===== src/rtl/serial_addsub.sv =====
// Bit-serial adder, LSB first, one full-adder cell and a carry flop; WIDTH bit edges plus one DONE cycle.
// Define SERIAL_ADDSUB_SUB_EN to add the sub input (a-b, cout reports borrow).
module serial_addsub #(
  parameter int WIDTH = 8
) (
  input  logic             clk,
  input  logic             rst,
  input  logic             start,
  input  logic [WIDTH-1:0] a,
  input  logic [WIDTH-1:0] b,
`ifdef SERIAL_ADDSUB_SUB_EN
  input  logic             sub,
`endif
  output logic             ready,
  output logic             busy,
  output logic             done,
  output logic [WIDTH-1:0] sum,
  output logic             cout
);
  localparam int CW = (WIDTH > 1) ? $clog2(WIDTH) : 1;
  localparam logic [CW-1:0] LAST = CW'(WIDTH - 1);

  typedef enum logic [1:0] {IDLE, RUN, DONE} state_t;

  state_t           r_state;
  logic [WIDTH-1:0] r_sa;
  logic [WIDTH-1:0] r_sb;
  logic [WIDTH-1:0] r_res;
  logic [WIDTH-1:0] r_sum;
  logic [CW-1:0]    r_cnt;
  logic             r_carry;
  logic             r_inv;
  logic             r_ready;
  logic             r_busy;
  logic             r_done;
  logic             r_cout;

  logic             w_sub;
  logic             w_s;
  logic             w_c;
  logic [WIDTH-1:0] w_res;

`ifdef SERIAL_ADDSUB_SUB_EN
  assign w_sub = sub;
`else
  assign w_sub = 1'b0;
`endif

  assign w_s   = r_sa[0] ^ r_sb[0] ^ r_carry;
  assign w_c   = (r_sa[0] & r_sb[0]) | (r_sa[0] & r_carry) | (r_sb[0] & r_carry);
  assign w_res = {w_s, r_res[WIDTH-1:1]};

  always_ff @(posedge clk or posedge rst) begin
    if (rst) begin
      r_state <= IDLE;
      r_sa    <= '0;
      r_sb    <= '0;
      r_res   <= '0;
      r_sum   <= '0;
      r_cnt   <= '0;
      r_carry <= 1'b0;
      r_inv   <= 1'b0;
      r_ready <= 1'b1;
      r_busy  <= 1'b0;
      r_done  <= 1'b0;
      r_cout  <= 1'b0;
    end else begin
      case (r_state)
        IDLE: begin
          if (start) begin
            // Subtraction is a + ~b + 1: invert B and seed the carry.
            r_sa    <= a;
            r_sb    <= w_sub ? ~b : b;
            r_carry <= w_sub;
            r_inv   <= w_sub;
            r_cnt   <= '0;
            r_ready <= 1'b0;
            r_busy  <= 1'b1;
            r_state <= RUN;
          end
        end
        RUN: begin
          r_sa    <= r_sa >> 1;
          r_sb    <= r_sb >> 1;
          r_res   <= w_res;
          r_carry <= w_c;
          if (r_cnt == LAST) begin
            r_cnt   <= '0;
            r_sum   <= w_res;
            r_cout  <= w_c ^ r_inv;
            r_busy  <= 1'b0;
            r_done  <= 1'b1;
            r_state <= DONE;
          end else begin
            r_cnt <= r_cnt + CW'(1);
          end
        end
        DONE: begin
          r_done  <= 1'b0;
          r_ready <= 1'b1;
          r_state <= IDLE;
        end
        default: begin
          r_ready <= 1'b1;
          r_busy  <= 1'b0;
          r_done  <= 1'b0;
          r_state <= IDLE;
        end
      endcase
    end
  end

  assign ready = r_ready;
  assign busy  = r_busy;
  assign done  = r_done;
  assign sum   = r_sum;
  assign cout  = r_cout;

endmodule


===== config.mk =====
export PLATFORM = sky130hd
export DESIGN_NAME = serial_addsub
export DESIGN_NICKNAME = d
export VERILOG_FILES = /design/src/rtl/serial_addsub.sv
export SDC_FILE = /design/constraint.sdc
export NUM_CORES = 1
export LEC_CHECK = 0
export ABC_CLOCK_PERIOD_IN_PS = 2800
export CAP_MARGIN = 20
export CORE_MARGIN = 5
export CORE_UTILIZATION = 55
export CTS_CLUSTER_DIAMETER = 60
export DETAILED_ROUTE_END_ITERATION = 8
export PLACE_DENSITY = 0.86
export SETUP_SLACK_MARGIN = 0.15
export SLEW_MARGIN = 20
export SYNTH_ARGS = -nofsm -noshare
export SYNTH_HDL_FRONTEND = slang
export SYNTH_SLANG_ARGS = --single-unit

===== constraint.sdc =====
create_clock -name clk -period 2.8 [get_ports clk]
set_clock_uncertainty 0.2 [all_clocks]
set_input_delay 0.42 -clock clk [delete_from_list [all_inputs] [get_ports clk]]
set_output_delay 0.42 -clock clk [all_outputs]
set_load 0.01 [all_outputs]

* Word-level counts from Yosys, hierarchy flattened
Cells that the tools add are included.
Storage, ports and cells: bits in registers 42, latch bits 0, memory bits (writable) 0, memory bits (read-only) 0, bits of input ports 19, output and inout port bits 12, memories 0
Cells by class: $add $sub $neg 1, multipliers 0, divide/modulo/power cells 0, order comparisons 0, eq/ne operators 5, shifts and indexed selects 0, multiplexer cells 18, bitwise logic cells 10, reductions and logical operators 8
Operators with widths (number):
- one-hot mux 8 bit (2 select lines) | 2
- 2-to-1 mux 8 bit | 2
- AND reduction 2 bit | 5
- 2-to-1 mux 3 bit | 2
- one-hot mux 1 bit (2 select lines) | 3
- one-hot mux 3 bit (2 select lines) | 1
- 2-to-1 mux 1 bit | 4
- 2-to-1 mux 2 bit | 2
- != test 2 bit (second input constant) | 2
- one-hot mux 2 bit (2 select lines) | 1
- adder 3 x 1 -> 3 bit (second input constant) | 1
- bitwise AND 1 bit | 3
- == test 3 bit (second input constant) | 1
- inverter 1 bit | 3
- one-hot mux 1 bit (3 select lines) | 1
- AND reduction 3 bit | 1
- == test 2 x 1 -> 1 bit (second input constant) | 1
- == test 2 bit (second input constant) | 1
- logical NOT 2 bit | 1
- OR 1 bit | 2
- nonzero test 2 bit | 1
- bitwise XOR 1 bit | 2

* Longest topological paths before layout
depth after elaboration 4, depth in mapped cells 5

* Worst setup path after synthesis
OpenSTA, ideal clock, no wires.
path kind reg2reg, start point reg r_cnt[0], end point reg r_cout (netlist: cout), setup time 125 ps, data arrival time 1288 ps, required time 2475 ps, setup slack 1187 ps, cell stages (with the launch flop) 5, cell sequence dfrtp_1 ha_1 ha_1 nand2_2 mux2_2
Between the ends: cells in the longest elaborated chain, start to end 2
RTL lines:
- start: declaration | line 30 | logic [CW-1:0] r_cnt;
- start signal: assignment | line 95 | r_cnt <= r_cnt + CW'(1);
- == test 3 bit | line 87 | if (r_cnt == LAST) begin
- AND reduction 2 bit (no source line)
- end signal: assignment | line 90 | r_cout <= w_c ^ r_inv;
- end: declaration | line 36 | logic r_cout;
Every way passes these cells. A chain may end at the register's enable or synchronous reset.

* Worst setup path after layout
start point reg r_ready (netlist: ready), end point out ready
RTL lines:
- start: declaration | line 33 | logic r_ready;
- start signal: assignment | line 63 | r_ready <= 1'b1;
- start signal: assignment | line 77 | r_ready <= 1'b0;
- start signal: assignment | line 100 | r_ready <= 1'b1;
- end: declaration | line 14 | output logic ready,
No word-level cell between the ends.

==> results.md <==
- Root Driver: clkbuf_4
- Routed WL: 3500 µm
- Post-Synth Adder-Cell Area: 0.0256
- Compound-Gate Fraction of Synth Area: 0.119
- Cells after Synth: roughly 170
- Layout Area Growth over Synthesis: 22.2%
- Power density over the cells: 1080 mW/mm²
- Ys flop type: dfrtp_1
- Mapped cell area: between 0.0015 and 0.002 mm²
- Worst path bufs/invs: 1
- H-tree levels: 2
- Final period utilization: 0.729
- Mux cell area share after synthesis: 0.0575
- Synth Register Bits: 41
- # Post-CTS Setup Buffers: 0
- Fin crit period: 2040 ps
- Top-area cell type share of the netlist area: 0.568
- Outcome: completed
- Asr flop ratio synth: 1.00
- Slowest CP cell: dfstp_2
- RSZ-0062 raised after global routing: false
- Final net count: 221
- Total gr overflow: 0
- Max_cap viols: 0
- Peak Freq: slightly below 500 MHz
- Final Hold Fails: 0
- Rows: 20
- First DRT Iteration DRCs: 47
- FILL cells: 242
- Synth unique cells: 26
- Die width: 66.6 µm
- Pins over their slew limit: 0
- First-pass DRT Iterations: 4
- Total number of vias: 1,383
- Post-DP HPWL: 2470 µm
- Largest family of logic cells by synthesized area: simple AND/OR/NAND/NOR gates
- Post-synth top area cell: dfrtp_1
- Slew margin rel.: 0.664
- Mapped Avg Cell Area: 10.5 µm²
- Worst EP required: 2180 ps
- Simple-Gate Fraction of Synth Area: 0.175
- Initial Utilization: 0.577
- Global-route wire length before repair: 6110 µm
- Initial antenna violation count: 0
- Vias in the first global route: approximately 1,400
- CTS Sinks: 41
- Die Ht: about 67 µm
- Setup crit end kind: output port
- Critical path fanouts, max: 2
- VDD IR max: 538 µV
- Top post-synthesis cells by count: 40 x dfrtp_1, 27 x nand2_1, 25 x nor3_1
- Final setup violation count: 0
- P_leak: roughly 0.94 nW
- Yosys warnings: 0
- Area of the core: 0.00305 mm²
- DRC: 0
- GRT Util Overall: 0.185
- Die ar.: 0.00443 mm²
- Most common cell in the netlist: dfrtp_1
- Clock slew at reported path FFs: 110 ps
- Hold_ws: 268 ps
- CP peak stage delay: 540 ps
- Worst skew pair latency: 350 ps
- Top delay family on crit path: flip-flops
- Antenna-violating nets left: 0
- WS Path Type: reg2out
- CTS tree: yes
- Ratio of cells with drive above 1 in the final layout: 0.120
- Routed vias/inst: 5.67
- CP arrival: 1420 ps
- Least-Margin Pin Slew: 505 ps
- Cells along the critical path: clkdlybuf4s50_1
- Post-Syn Nets: 190
- Port Buffers: 30
- Top-Level Pins: 31
- Post-cts gate resize count: 0
- Setup_tns: 0 ps
- Antenna Cells: 0
- Clock buffer depth: 2
- Register area share after synthesis: 0.583
- Hold crit path type: reg2reg
- Cts hold-fix bufs: 0
- Startpoint Class: flop
- Largest net degree at the start of global routing: 42
- Post-synth EDFFs: 0
- Xor and xnor area share after synthesis: 0
- CTS Buf Count: 5
- Placer congestion estimate: 0.870
- Drt wl/cell: approximately 14 µm
- Top cells by area, synth: dfrtp_1 57%, nor3_1 7.1%, mux2_2 5.8%
-- cell type report --
| type | instances | area, µm² | area share |
|---|---|---|---|
| Sequential cell | 41 | 1030 | 0.477 |
| Multi-Input combinational cell | 112 | 666 | 0.309 |
| Timing Repair Buffer | 35 | 338 | 0.157 |
| Tap cell | 44 | 55.1 | 0.0256 |
| Clock buffer | 6 | 41.3 | 0.0192 |
| Inverter | 4 | 15.0 | 0.00698 |
| Clock inverter | 2 | 10.0 | 0.00465 |
-- kinds of logic (layout without fill, tap and decap cells) --
family / Yosys count / in the layout
AOI/OAI and AO/OA: 31 / 31
adders and majority gates: 3 / 3
buffers and inverters: 15 / 47
DFF: 41 / 41
muxes: 9 / 9
and+or+nand+nor: 69 / 69
-- flip-flops by register name, indices dropped and copies added (netlist names) --
name / count
r_sa: 8
r_res: 7
r_carry: 1
done: 1
r_state: 2
r_cnt: 3
r_sb: 8
busy: 1
sum: 8
ready: 1
cout: 1
-- layout by cell type, fill, tap and decap left out, drive strengths merged --
cell	instances
o21ai	5
mux2	9
a21oi	2
clkdlybuf4s50	30
inv	3
nand2	28
buf	5
dfrtp	40
nor2	9
a21o	1
nand2b	3
fa	1
nand3	1
o22ai	14
dfstp	1
o32ai	6
ha	2
or2	1
a32o	1
nor2b	2
nor3	25
a22o	2
clkbuf	6
clkinv	3
-- layer usage --
metal	track usage	routed length (µm)	vias to the layer above
li1	-	-	657
met1	0.204	1410	677
met2	0.321	1800	43
met3	0.0489	229	6
met4	0.104	59	0
met5	0	0	-
-- worst paths after layout --
| kind | start | end | slack [ps] | depth (start not counted) |
|---|---|---|---|---|
| setup / recovery | ready | ready | 760 | 1 |
| hold / removal | ready | ready | 270 | 2 |
| setup reg to reg | r_cnt[0] | sum[2] | 1040 | 4 |
| hold reg to reg | ready | ready | 270 | 2 |
| max in group asynchronous | rst | ready | 1750 | 3 |
| min in group asynchronous | rst | sum[5] | 280 | 3 |
-- where the power goes --
| group | leakage [nW] | internal [mW] | switching, mW | total (mW) |
|---|---|---|---|---|
| sequential | 0.488 | 0.879 | 0.198 | 1.08 |
| clock | 0.0320 | 0.0957 | 0.186 | 0.282 |
| combinational | 0.423 | 0.498 | 0.459 | 0.957 |
| total | 0.943 | 1.47 | 0.843 | 2.32 |
-- worst reg2reg max path: stages, from the launching register on --
cell and delay (ps):
dfrtp_1 420, ha_1 210, ha_1 230, nand2_2 230, mux2_2 370
-- metrics by stage --
step,cells,power [mW],setup WS [ps],util,area [µm²]
after global placement,236,1.99,584,0.688,2100
after CTS,244,2.34,741,0.705,2150
after global routing,244,2.51,717,0.705,2150
final,244,2.32,760,0.705,2150
after floorplan,168,1.67,1190,-,1760
after detailed placement,236,2.06,464,0.688,2100
(Power assumes the default switching activity.)
